===== src/rtl/ps2_mouse_pkg.sv =====
// Shared types and protocol constants for the PS/2 mouse controller.
// Covers the controller state encoding, the movement packet layout and a coordinate clamp helper.
package ps2_mouse_pkg;

  typedef enum logic [3:0] {
    ST_SEND_RST,
    ST_WAIT_TX_RST,
    ST_ACK_RST,
    ST_BAT,
    ST_ID,
    ST_SEND_EN,
    ST_WAIT_TX_EN,
    ST_ACK_EN,
    ST_B0,
    ST_B1,
    ST_B2
  } state_t;

  typedef struct packed {
    logic       y_ovf;
    logic       x_ovf;
    logic       y_sign;
    logic       x_sign;
    logic       sync;
    logic [2:0] btn;
  } pkt_b0_t;

  typedef struct packed {
    pkt_b0_t    b0;
    logic [7:0] x;
    logic [7:0] y;
  } pkt_t;

  localparam logic [7:0] CMD_RESET  = 8'hFF;
  localparam logic [7:0] CMD_ENABLE = 8'hF4;
  localparam logic [7:0] RSP_ACK    = 8'hFA;
  localparam logic [7:0] RSP_BAT_OK = 8'hAA;
  localparam logic [7:0] RSP_ID     = 8'h00;

  function automatic logic [9:0] clamp_coord(input logic signed [11:0] v,
                                             input logic signed [11:0] lim);
    if (v < 0)        return '0;
    else if (v > lim) return lim[9:0];
    else              return v[9:0];
  endfunction

endpackage


===== src/rtl/mouse_cursor_accum.sv =====
// Cursor accumulator: applies one signed packet delta per update and clamps to the screen.
// Screen y grows downward while PS/2 y grows upward, hence the subtraction on y.
module mouse_cursor_accum
  import ps2_mouse_pkg::*;
#(
  parameter int unsigned MAX_X = 639,
  parameter int unsigned MAX_Y = 479
) (
  input  logic       clk,
  input  logic       rst,
  input  logic       i_upd,
  input  logic [8:0] i_dx,
  input  logic [8:0] i_dy,
  input  logic       i_x_ovf,
  input  logic       i_y_ovf,
  output logic [9:0] o_cursor_x,
  output logic [9:0] o_cursor_y
);

  localparam logic signed [11:0] LIM_X = 12'(MAX_X);
  localparam logic signed [11:0] LIM_Y = 12'(MAX_Y);

  logic [9:0]         r_x, r_y;
  logic signed [11:0] w_dx, w_dy, w_nx, w_ny;

  always_comb begin
    w_dx = i_x_ovf ? 12'sd0 : {{3{i_dx[8]}}, i_dx};
    w_dy = i_y_ovf ? 12'sd0 : {{3{i_dy[8]}}, i_dy};
    w_nx = $signed({2'b00, r_x}) + w_dx;
    w_ny = $signed({2'b00, r_y}) - w_dy;
  end

  // NOTE: sequential state uses non-blocking assignments so every register samples pre-edge values.
  always_ff @(posedge clk) begin
    if (rst) begin
      r_x <= '0;
      r_y <= '0;
    end else if (i_upd) begin
      r_x <= clamp_coord(w_nx, LIM_X);
      r_y <= clamp_coord(w_ny, LIM_Y);
    end
  end

  assign o_cursor_x = r_x;
  assign o_cursor_y = r_y;

endmodule


===== src/rtl/ps2_mouse_ctrl.sv =====
// PS/2 mouse controller: reset/enable handshake with retry, then 3-byte stream packet decode.
// Feeds decoded deltas to the cursor accumulator; never writes ps2tx once streaming.
module ps2_mouse_ctrl
  import ps2_mouse_pkg::*;
#(
  parameter int unsigned TIMEOUT_CYCLES     = 25_000_000,
  parameter int unsigned PKT_TIMEOUT_CYCLES = 500_000,
  parameter int unsigned MAX_X              = 639,
  parameter int unsigned MAX_Y              = 479
) (
  input  logic       clk,
  input  logic       rst,
  output logic       tx_wr,
  output logic [7:0] tx_din,
  input  logic       tx_idle,
  input  logic       tx_done_tick,
  input  logic       rx_done_tick,
  input  logic [7:0] rx_dout,
  output logic       ready,
  output logic       pkt_valid,
  output logic [2:0] btn,
  output logic [8:0] dx,
  output logic [8:0] dy,
  output logic [9:0] cursor_x,
  output logic [9:0] cursor_y,
  output logic [3:0] init_retries
);

  localparam int unsigned T_MAX = (TIMEOUT_CYCLES > PKT_TIMEOUT_CYCLES) ?
                                  TIMEOUT_CYCLES : PKT_TIMEOUT_CYCLES;
  localparam int TW = $clog2(T_MAX + 1);

  state_t        r_state;
  logic [TW-1:0] r_timer;
  logic          r_tx_wr, r_ready, r_pkt_valid;
  logic [7:0]    r_tx_din, r_x;
  logic [2:0]    r_btn;
  logic [8:0]    r_dx, r_dy;
  logic [3:0]    r_init_retries;
  pkt_b0_t       r_b0;

  pkt_t          w_pkt;
  state_t        w_next;
  logic [7:0]    w_expect;
  logic          w_init_to, w_pkt_to, w_init_fail, w_upd;

  // The Y byte is consumed straight from rx_dout so the packet decodes in its arrival cycle.
  assign w_pkt     = '{b0: r_b0, x: r_x, y: rx_dout};
  assign w_init_to = (r_timer == TW'(TIMEOUT_CYCLES - 1));
  assign w_pkt_to  = (r_timer == TW'(PKT_TIMEOUT_CYCLES - 1));
  assign w_upd     = (r_state == ST_B2) && rx_done_tick && w_pkt.b0.sync;

  always_comb begin
    // NOTE: every variable gets a default first so no path infers a latch.
    w_expect    = RSP_ACK;
    w_next      = ST_SEND_RST;
    w_init_fail = 1'b0;
    case (r_state)
      ST_WAIT_TX_RST: begin w_next = ST_ACK_RST; w_init_fail = !tx_done_tick && w_init_to; end
      ST_ACK_RST:     begin w_expect = RSP_ACK;    w_next = ST_BAT;     end
      ST_BAT:         begin w_expect = RSP_BAT_OK; w_next = ST_ID;      end
      ST_ID:          begin w_expect = RSP_ID;     w_next = ST_SEND_EN; end
      ST_WAIT_TX_EN:  begin w_next = ST_ACK_EN; w_init_fail = !tx_done_tick && w_init_to; end
      ST_ACK_EN:      begin w_expect = RSP_ACK;    w_next = ST_B0;      end
      default: ;
    endcase
    if (r_state inside {ST_ACK_RST, ST_BAT, ST_ID, ST_ACK_EN})
      w_init_fail = rx_done_tick ? (rx_dout != w_expect) : w_init_to;
  end

  always_ff @(posedge clk) begin
    if (rst) begin
      r_state        <= ST_SEND_RST;
      r_timer        <= '0;
      r_tx_wr        <= 1'b0;
      r_tx_din       <= '0;
      r_ready        <= 1'b0;
      r_pkt_valid    <= 1'b0;
      r_btn          <= '0;
      r_dx           <= '0;
      r_dy           <= '0;
      r_init_retries <= '0;
      r_b0           <= '0;
      r_x            <= '0;
    end else begin
      r_tx_wr     <= 1'b0;
      r_pkt_valid <= 1'b0;
      r_timer     <= r_timer + 1'b1;
      if (w_init_fail) begin
        r_state <= ST_SEND_RST;
        r_timer <= '0;
        if (r_init_retries != 4'hF) r_init_retries <= r_init_retries + 1'b1;
      end else begin
        case (r_state)
          ST_SEND_RST, ST_SEND_EN: begin
            r_timer <= '0;
            if (tx_idle) begin
              r_tx_wr  <= 1'b1;
              r_tx_din <= (r_state == ST_SEND_RST) ? CMD_RESET : CMD_ENABLE;
              r_state  <= (r_state == ST_SEND_RST) ? ST_WAIT_TX_RST : ST_WAIT_TX_EN;
            end
          end
          ST_WAIT_TX_RST, ST_WAIT_TX_EN: begin
            if (tx_done_tick) begin
              r_state <= w_next;
              r_timer <= '0;
            end
          end
          ST_ACK_RST, ST_BAT, ST_ID, ST_ACK_EN: begin
            if (rx_done_tick) begin
              r_state <= w_next;
              r_timer <= '0;
              if (r_state == ST_ACK_EN) r_ready <= 1'b1;
            end
          end
          ST_B0: begin
            r_timer <= '0;
            if (rx_done_tick && rx_dout[3]) begin
              r_b0    <= pkt_b0_t'(rx_dout);
              r_state <= ST_B1;
            end
          end
          ST_B1: begin
            if (rx_done_tick) begin
              r_x     <= rx_dout;
              r_state <= ST_B2;
              r_timer <= '0;
            end else if (w_pkt_to) begin
              r_state <= ST_B0;
              r_timer <= '0;
            end
          end
          ST_B2: begin
            if (rx_done_tick) begin
              r_state <= ST_B0;
              r_timer <= '0;
              if (w_pkt.b0.sync) begin
                r_pkt_valid <= 1'b1;
                r_btn       <= w_pkt.b0.btn;
                r_dx        <= {w_pkt.b0.x_sign, w_pkt.x};
                r_dy        <= {w_pkt.b0.y_sign, w_pkt.y};
              end
            end else if (w_pkt_to) begin
              r_state <= ST_B0;
              r_timer <= '0;
            end
          end
          default: begin
            r_state <= ST_SEND_RST;
            r_timer <= '0;
          end
        endcase
      end
    end
  end

  mouse_cursor_accum #(.MAX_X(MAX_X), .MAX_Y(MAX_Y)) u_accum (
    .clk       (clk),
    .rst       (rst),
    .i_upd     (w_upd),
    .i_dx      ({w_pkt.b0.x_sign, w_pkt.x}),
    .i_dy      ({w_pkt.b0.y_sign, w_pkt.y}),
    .i_x_ovf   (w_pkt.b0.x_ovf),
    .i_y_ovf   (w_pkt.b0.y_ovf),
    .o_cursor_x(cursor_x),
    .o_cursor_y(cursor_y)
  );

  assign tx_wr        = r_tx_wr;
  assign tx_din       = r_tx_din;
  assign ready        = r_ready;
  assign pkt_valid    = r_pkt_valid;
  assign btn          = r_btn;
  assign dx           = r_dx;
  assign dy           = r_dy;
  assign init_retries = r_init_retries;

endmodule


===== config.mk =====
export PLATFORM = sky130hd
export DESIGN_NAME = ps2_mouse_ctrl
export DESIGN_NICKNAME = d
export VERILOG_FILES = /design/src/rtl/ps2_mouse_pkg.sv /design/src/rtl/mouse_cursor_accum.sv /design/src/rtl/ps2_mouse_ctrl.sv
export SDC_FILE = /design/constraint.sdc
export NUM_CORES = 1
export LEC_CHECK = 0
export ABC_AREA = 1
export BUFFER_PORTS_ARGS = -buffer_cell sky130_fd_sc_hd__buf_2
export CORE_MARGIN = 1.5
export CORE_UTILIZATION = 42
export DETAILED_ROUTE_END_ITERATION = 10
export SLEW_MARGIN = 10
export SYNTH_ARGS = -nofsm -noshare
export SYNTH_HDL_FRONTEND = slang
export SYNTH_SLANG_ARGS = --single-unit

===== constraint.sdc =====
create_clock -name clk -period 2.2 [get_ports clk]
set_input_delay 0 -clock clk [delete_from_list [all_inputs] [get_ports clk]]
set_output_delay 0 -clock clk [all_outputs]
set_load 0.01 [all_outputs]

# After elaboration in Yosys (flattened, before gate mapping)

Cells that the tools add are included.

Register bits: 101
Input bits: 13
Output and inout port bits: 56
Logic and storage cells: 98

Add/subtract/negate cells: 4
$lt $le $gt $ge: 4
Eq/ne operators: 18
Muxes and demuxes: 28
Bitwise logic cells: 4
Reductions and logical operators: 21

Operators with widths:

| operator                | number |
|---|---|
| $mux W25                | 4 |
| $pmux W25 S3            | 1 |
| $pmux W4 S6             | 2 |
| $mux W10                | 4 |
| $mux W4                 | 8 |
| $add A25 B1 Y25 const B | 1 |
| $eq A25 B19 Y1 const B  | 1 |
| $eq A25 B25 Y1 const B  | 1 |
| $lt A12 B1 Y1 const B   | 2 |
| $mux W12                | 2 |
| $eq A4 B3 Y1 const B    | 4 |
| $pmux W8 S2             | 1 |
| $add A11 B12 Y12        | 1 |
| $eq A4 B4 Y1 const B    | 3 |
| $gt A12 B10 Y1 const B  | 1 |
| $gt A12 B11 Y1 const B  | 1 |
| $reduce_and A4 Y1       | 3 |
| $sub A11 B12 Y12        | 1 |
| $reduce_and A3 Y1       | 3 |
| $eq A4 B2 Y1 const B    | 2 |
| $ne A8 B8 Y1            | 1 |
| $reduce_or A2 Y1        | 4 |
| $reduce_or A4 Y1        | 2 |
| $ne A2 B2 Y1 const B    | 3 |
| 13 further kinds        | 23 |

# Depth between registers and ports, before layout

Gate-level depths: netlist of run 1.

Depth in word-level cells: 7
Gate-level depth with buffers: 19
Depth with buffers taken out: 19

# Modules after synthesis

Synthesis of run 1 repeated with hierarchy kept, for this count alone.

Cell total of the unflattened synthesis: 870
Area total of the unflattened synthesis: 5,718.0 um^2

By module, submodules not included:

| module             | times used | cells an instance | area an instance (um^2) | sequential area each (um^2) |
|---|---|---|---|---|
| ps2_mouse_ctrl     | 1          | 514               | 3,629.7                 | 1,501.4 |
| mouse_cursor_accum | 1          | 356               | 2,088.3                 | 400.4 |

# Least setup slack after synthesis of run 1

Ideal clock, no wire load.

Kind: reg2reg
Start: reg r_b0[6] in the netlist's numbering
End: reg u_accum.r_x[1] (netlist: u_accum.o_cursor_x[1])
Setup time: 132 ps
Arrival: 2,195 ps
Required time: 2,068 ps
Setup slack: -127 ps
Cell stages (with the launch flop): 18
Buffers on the path: 1
Clock period less this slack: 2,327 ps
Path through: dfxtp_1 > buf_2 > nor2_1 > ha_1 > inv_1 > fa_1 > inv_1 > nand3_1 > nand2_1 > nand4_1 > nand2_1 > nand2_1 > nand2_1 > nor2_1 > nor2_2 > nand3_1 > nand2_1 > a21oi_1

Cells in the longest elaborated chain, start to end: 5
Elaborated cells between the ends (all ways): 6
Classes of those cells: add/sub: 1; order compare: 2; mux: 3

Ends and longest elaborated chain:

| element                | RTL line                 | source |
|---|---|---|
| from (decl)            | ps2_mouse_ctrl.sv:40     | `pkt_b0_t r_b0;` |
| from (signal assigned) | ps2_mouse_ctrl.sv:119    | `r_b0 <= pkt_b0_t'(rx_dout);` |
| $mux W12 (*)           | mouse_cursor_accum.sv:27 | `w_dx = i_x_ovf ? 12'sd0 : {{3{i_dx[8]}}, i_dx};` |
| $add A11 B12 Y12 (*)   | mouse_cursor_accum.sv:29 | `w_nx = $signed({2'b00, r_x}) + w_dx;` |
| $gt A12 B11 Y1         | ps2_mouse_pkg.sv:43      | `else if (v > lim) return lim[9:0];` |
| $mux W10               | ps2_mouse_pkg.sv:43      |  |
| $mux W10 (*)           | ps2_mouse_pkg.sv:42      | `if (v < 0) return '0;` |
| to (signal assigned)   | mouse_cursor_accum.sv:39 | `r_x <= clamp_coord(w_nx, LIM_X);` |
| to (decl)              | mouse_cursor_accum.sv:23 | `logic [9:0] r_x, r_y;` |

Mark *: on every way between the ends. The rest lies on a longest branch, timed or not.
A chain may end at the register's enable or synchronous reset.

# Worst setup path in the final report of run 1

Start: reg r_b0[6] in the netlist's numbering
End: reg u_accum.r_x[4] (netlist: u_accum.o_cursor_x[4])

Same word-level chain as after synthesis.

==> impl_metrics.env, run 1 <==
export IMPL_outcome="finished, violations left"
export IMPL_violations="negative setup slack"
export IMPL_diodes=0
export IMPL_avgSynthCellArea_um2=6.868
export IMPL_synth_seq_cells=95
export IMPL_worstPathRequired_ns=2.42
export IMPL_max_freq_ghz=0.4371
export IMPL_io_pins=69
export IMPL_synth_distinct_cells=39
export IMPL_nets=953
export IMPL_core_area_um2=12520
export IMPL_drtPass1Iterations=5
export IMPL_num_rows=41
export IMPL_setup_viol=12
export IMPL_h_tree_depth=3
export IMPL_vdd_drop_max_mv=0.3240
export IMPL_die_area_um2=13460
export IMPL_die_w_um=116.0
export IMPL_layout_common_cells="nand2_1, nor2_1, dfxtp_1"
export IMPL_syn_nets=821
export IMPL_place_gp_congestion=0.8667
export IMPL_grt_pass1_vias=4976
export IMPL_dp_slack_ns=-0.2060
export IMPL_n_fill_cell=1194
export IMPL_initial_core_util_pct=42.85
export IMPL_syn_area_um2=5364
export IMPL_holdWs_ns=0.03584
export IMPL_worstSetupPathType="flop to flop"
export IMPL_relSlewSlack_pct=66.61
export IMPL_cts_buffer_depth=2
export IMPL_worst_slew_pin_slew_ns=0.4997
export IMPL_detail_route_drc_violations=0
export IMPL_period_minus_slack_ns=2.288
export IMPL_power_mw=4.240
export IMPL_clock_sinks=95
export IMPL_routedWlPerCell_um=13.68
export IMPL_syn2layout_area_growth_pct=31.40
export IMPL_clockRootBuffer="clkbuf_16"
export IMPL_rsz0062_at_grt="true"
export IMPL_register_area_um2=1911
export IMPL_cts_buffers=9
export IMPL_vias=5465
export IMPL_critical_path_endpoint="u_accum.o_cursor_x[4]"
export IMPL_drv_slew=0
export IMPL_yosysSeqAreaShare_pct=35.46
export IMPL_final_setup_skew_ns=0.008132
export IMPL_r2r_end="u_accum.o_cursor_x[4]"
export IMPL_synthCells=781
export IMPL_drt_iter0_drc=272
export IMPL_path_clk_slew_ns=0.07
export IMPL_drive_above_1_share_pct=27.45
export IMPL_dp_final_hpwl_um=10690
export IMPL_tritoncts="built"
export IMPL_worstReg2RegStart="r_b0[6]"
export IMPL_r2r_slack_ns=-0.09
export IMPL_p_leak_nw=3.219
export IMPL_ant_nets=0
export IMPL_crit_start="r_b0[6]"
export IMPL_final_common_cell="nand2_1"
export IMPL_start_kind="flop"
export IMPL_antenna_found_initial=0
export IMPL_grt_usage_pct=22.26
export IMPL_path_max_fanout=8
export IMPL_place_port_buffers=68
export IMPL_yosys_warnings=0
export IMPL_worst_ep_arrival_time_ns=2.51
export IMPL_hold_viol=0
export IMPL_power_density_nw_per_um2=601.6
export IMPL_final_core_util_pct=56.31
export IMPL_grt_pass1_wl_um=23520
export IMPL_worstSkewPairLatency_ns=0.35
export IMPL_grt_overflow_total=0
export IMPL_multi_input_area_um2=3337
export IMPL_cp_end_kind="flop"
export IMPL_r2r_cells=17
export IMPL_totalWireLength_um=14910
export IMPL_setup_slack_ns=-0.08792
export IMPL_final_period_utilization_pct=104.0
export IMPL_fp_dieH_um=116.0
export IMPL_routed_via_density=5.014
export IMPL_max_cap_violations=0
export IMPL_hp_class="input port to flop"
export IMPL_grt_max_degree=36
[layer usage]
| layer | wire [um] | vias to the layer above | GRT usage, % |
|---|---|---|---|
| met1 | 7024 | 2516 | 29.61 |
| met3 | 673 | 23 | 3.713 |
| met4 | 347 | 0 | 9.919 |
| met5 | 0 | - | 0 |
| li1 | - | 2798 | - |
| met2 | 6862 | 128 | 35.57 |
[logic make-up (layout without fill, tap and decap cells)]
group | after synthesis | after routing | synth area share (%)
AND/OR/NAND/NOR | 397 | 399 | 32.33
XOR/XNOR | 28 | 28 | 4.572
adder cells (fa/ha/maj) | 27 | 27 | 6.578
buffers and inverters | 113 | 247 | 8.631
flip-flops | 95 | 95 | 35.46
AO/OA/AOI/OAI | 121 | 122 | 12.43
[critical path, cell delays in order (launching register included)]
cell and delay [ns]:
dfxtp_4 0.39, nor2_4 0.11, ha_4 0.14, inv_2 0.04, fa_2 0.36, inv_2 0.06
nand3_2 0.06, nand2_2 0.09, nand4_1 0.14, nand2_2 0.14, nand2_1 0.05, nand2_1 0.06
nor2_1 0.05, nor2_2 0.13, buf_6 0.14, nand3_1 0.06, nand2_1 0.08, a21oi_2 0.05
[synthesized netlist by cell type, drive strengths merged]
library cell	instances	share of area (%)
inv	88	6.2
xor2	18	2.9
buf	9	1.4
nand2	183	13
nand4	16	1.9
a31oi	3	0.35
dfxtp	95	35
nand3	49	4.9
nor4	2	0.23
ha	25	5.8
or2	1	0.12
nor3b	2	0.28
o211ai	2	0.37
o21ai	40	3.7
o41ai	1	0.16
clkbuf	14	0.98
xnor2	10	1.6
fa	2	0.75
a21o	1	0.14
a21oi	70	7.0
nor3	18	2.2
o21bai	2	0.28
a211oi	2	0.37
nor2	121	8.9
nand3b	5	0.70
clkinv	2	0.14
[state kept, by name, summed over array words and instances, names as in the netlist, 2 cells and up]
name and flops:
dx 9, tx_din 2, r_b0 8, r_timer 25, init_retries 4, btn 3, dy 9, r_x 8
r_state 4, u_accum.o_cursor_x 10, u_accum.o_cursor_y 10
[metrics by stage]
| step | instance area [um^2] | TNS [ns] | std cells |
|---|---|---|---|
| 3_3_place_gp | 6252 | -2.024 | 1058 |
| 4_1_cts | 6729 | -0.3412 | 1083 |
| 5_1_grt | 7048 | -3.264 | 1090 |
| 3_5_place_dp | 6252 | -2.699 | 1058 |
| 6_report | 7048 | -0.7167 | 1090 |
| 2_1_floorplan | 5378 | -0.03980 | 781 |
[area by class of cell]
cell class                      instances  share of cell area [%]
Multi-Input combinational cell        576                   47.35
Sequential cell                        95                   27.11
Timing Repair Buffer                  141                   13.01
Inverter                               90                   4.900
Clock buffer                           12                   3.497
Tap cell                              172                   3.053
Clock inverter                          4                   1.083
[power breakdown]
| part | internal [mW] | total (mW) | switching [mW] |
|---|---|---|---|
| combinational | 0.244 | 0.691 | 0.447 |
| clock | 1.03 | 1.72 | 0.691 |
| sequential | 1.77 | 1.82 | 0.0584 |
| total | 3.04 | 4.24 | 1.20 |
[timing repair]
action / CTS / global route
hold buffers: 4 / 0
resized for setup: 26 / 60
gates cloned: 0 / 3
pin swaps: 13 / 26
setup buffers: 5 / 4
endpoints found under the setup margin: 19 / 43
endpoints found under the hold margin: 4 / 0
[how the worst min path moves through the flow]
stage | from | to | cells past startpoint
4_1_cts | rx_dout[1] | dy[1] | 4
2_1_floorplan | rx_dout[1] | dy[1] | 2
6_report | rx_dout[1] | dy[1] | 4
5_1_grt | rx_dout[1] | dy[1] | 4
3_3_place_gp | tx_idle | tx_din[3] | 3
3_5_place_dp | tx_idle | tx_din[3] | 3
No activity file was read; power rests on OpenSTA's default activity.
==> run 2, diff against run 1 <==
--- a/config.mk
+++ b/config.mk
@@ -6,10 +6,12 @@
 export NUM_CORES = 1
 export LEC_CHECK = 0
 export ABC_AREA = 1
+export ABC_CLOCK_PERIOD_IN_PS = 2200
 export BUFFER_PORTS_ARGS = -buffer_cell sky130_fd_sc_hd__buf_2
 export CORE_MARGIN = 1.5
 export CORE_UTILIZATION = 42
 export DETAILED_ROUTE_END_ITERATION = 10
+export SETUP_SLACK_MARGIN = 0.4
 export SLEW_MARGIN = 10
 export SYNTH_ARGS = -nofsm -noshare
 export SYNTH_HDL_FRONTEND = slang
==> impl_metrics.env, run 2 (synthesis results as in run 1) <==
export IMPL_vias=5611
export IMPL_die_w_um=116.0
export IMPL_place_port_buffers=68
export IMPL_core_area_um2=12520
export IMPL_worstSkewPairLatency_ns=0.35
export IMPL_clockRootBuffer="clkbuf_16"
export IMPL_start_kind="flop"
export IMPL_place_inst=1035
export IMPL_min_delay_start="rx_dout[6]"
export IMPL_hold_viol=0
export IMPL_initial_core_util_pct=42.85
export IMPL_grt_usage_pct=22.94
export IMPL_grt_overflow_total=0
export IMPL_dp_final_hpwl_um=10420
export IMPL_worst_path_max_delay_cell="dfxtp_4"
export IMPL_antenna_found_initial=0
export IMPL_max_freq_ghz=0.4376
export IMPL_period_minus_slack_ns=2.285
export IMPL_worstReg2RegStart="r_b0[6]"
export IMPL_worstPathRequired_ns=2.42
export IMPL_register_area_um2=1931
export IMPL_grt_pass1_vias=5211
export IMPL_diodes=0
export IMPL_final_core_util_pct=60.96
export IMPL_relSlewSlack_pct=57.97
export IMPL_cts_buffers=9
export IMPL_r2r_slack_ns=-0.09
export IMPL_grt_max_degree=36
export IMPL_dp_slack_ns=-0.1734
export IMPL_final_common_cell="nand2_1"
export IMPL_drtPass1Iterations=4
export IMPL_ant_nets=0
export IMPL_die_area_um2=13460
export IMPL_n_fill_cell=1151
export IMPL_violations="negative setup slack"
export IMPL_drt_iter0_drc=251
export IMPL_wl_met1_um=7167
export IMPL_grt_pass1_wl_um=24430
export IMPL_hold_depth=3
export IMPL_power_mw=4.428
export IMPL_path_clk_slew_ns=0.07
export IMPL_wl_met2_um=7663
export IMPL_min_to="r_b0[6]"
export IMPL_routed_wl_met3_um=583
export IMPL_layout_common_cells="nand2_1, nor2_1, dfxtp_1"
export IMPL_path_max_fanout=5
export IMPL_power_density_nw_per_um2=580.3
export IMPL_h_tree_depth=3
export IMPL_syn2layout_area_growth_pct=42.24
export IMPL_regMostFlops="r_timer"
export IMPL_max_cap_violations=0
export IMPL_cpPeakStageDelay_ns=0.38
export IMPL_vdd_drop_max_mv=0.3170
export IMPL_r2r_end="u_accum.o_cursor_x[4]"
export IMPL_final_cells=1100
export IMPL_num_rows=41
export IMPL_nets=963
export IMPL_detail_route_drc_violations=0
export IMPL_io_pins=69
export IMPL_drive_above_1_share_pct=34.91
export IMPL_largest_reg_flops=25
export IMPL_fin_area_um2=7630
export IMPL_crit_chain="nor2_4 -> ha_4 -> inv_2 -> fa_2 -> inv_2 -> nand3_2 -> nand2_2 -> nand4_1 -> nand2_2 -> nand2_1 -> nand2_1 -> nor2_1 -> nor2_2 -> buf_6 -> nand3_1 -> nand2_1 -> a21oi_2"
export IMPL_routedWlPerCell_um=14.28
export IMPL_routed_via_density=5.101
export IMPL_cts_buffer_depth=2
export IMPL_path_delay_family="simple AND/OR/NAND/NOR gates"
export IMPL_hp_class="input port to flop"
export IMPL_r2r_cells=17
export IMPL_drv_slew=0
export IMPL_fp_dieH_um=116.0
export IMPL_final_period_utilization_pct=103.9
export IMPL_worstSetupPathType="flop to flop"
export IMPL_totalWireLength_um=15710
export IMPL_setup_slack_ns=-0.08514
export IMPL_outcome="finished, violations left"
export IMPL_worst_ep_arrival_time_ns=2.51
export IMPL_multi_input_area_um2=3752
export IMPL_place_gp_congestion=0.8889
export IMPL_worst_slew_pin_slew_ns=0.6297
export IMPL_setup_viol=10
export IMPL_rsz0062_at_grt="true"
export IMPL_tritoncts="built"
export IMPL_p_leak_nw=3.350
export IMPL_place_area_um2=6176
export IMPL_clock_sinks=95
export IMPL_path_common_cell="nand2_1"
export IMPL_cp_end_kind="flop"
export IMPL_path_buf_inv=3
export IMPL_top_layer_used="met4"
export IMPL_final_setup_skew_ns=0.006837
[run 2: final cells by class]
| cell class | count | area share, % |
|---|---|---|
| clock inverter | 5 | 0.5084 |
| tap | 172 | 2.821 |
| multi-input combinational | 577 | 49.18 |
| sequential | 95 | 25.30 |
| clock buffer | 11 | 3.181 |
| inverter | 90 | 4.887 |
| timing repair buffer | 150 | 14.12 |
[run 2: worst max-delay path by stage]
stage,slack (ns),cells past startpoint,from,to
final,-0.09,17,r_b0[6],u_accum.o_cursor_x[4]
after global routing,-0.25,17,r_b0[6],u_accum.o_cursor_x[4]
after CTS,-0.04,16,r_b0[6],u_accum.o_cursor_x[3]
after detailed placement,-0.17,15,r_b0[6],u_accum.o_cursor_x[0]
after global placement,-0.08,16,r_b0[6],u_accum.o_cursor_x[3]
after floorplan,-0.005,17,r_b0[6],u_accum.o_cursor_x[2]
[run 2: metal layers]
layer | vias up | GRT usage, %
met1 | 2644 | 29.41
met4 | 0 | 8.862
met5 | - | 0
met3 | 26 | 3.870
li1 | 2821 | -
met2 | 120 | 38.63
[run 2: power by group]
part / switching (mW) / internal [mW] / leakage (nW)
clock network: 0.706 / 0.811 / 0.142
registers: 0.0681 / 1.78 / 0.773
logic: 0.648 / 0.415 / 2.43
[run 2: worst register-to-register path: stages, from the launching register on]
cell	delay, ns
dfxtp_4	0.38
nor2_4	0.14
ha_4	0.15
inv_2	0.04
fa_2	0.36
inv_2	0.07
nand3_2	0.06
nand2_2	0.07
nand4_1	0.13
nand2_2	0.12
nand2_1	0.05
nand2_1	0.06
nor2_1	0.05
nor2_2	0.14
buf_6	0.14
nand3_1	0.06
nand2_1	0.08
a21oi_2	0.06
[run 2: what timing repair did]
item / 4_1_cts / 5_1_grt
setup buffers: 15 / 18
hold buffers: 10 / 0
pin swaps: 30 / 49
setup endpoints to repair: 49 / 75
hold endpoints to repair: 11 / 0
resized for setup: 63 / 134
cloned: 3 / 3
[run 2: metrics by stage]
| stage | setup TNS [ns] | hold slack (ns) |
|---|---|---|
| finish | -0.6895 | 0.01375 |
| global route | -3.380 | 0.01479 |
| CTS | -0.1646 | 0.0007762 |
| detailed placement | -1.575 | 0.3206 |
| global placement | -0.7266 | 0.3163 |
| floorplan | -0.03145 | 0.1349 |
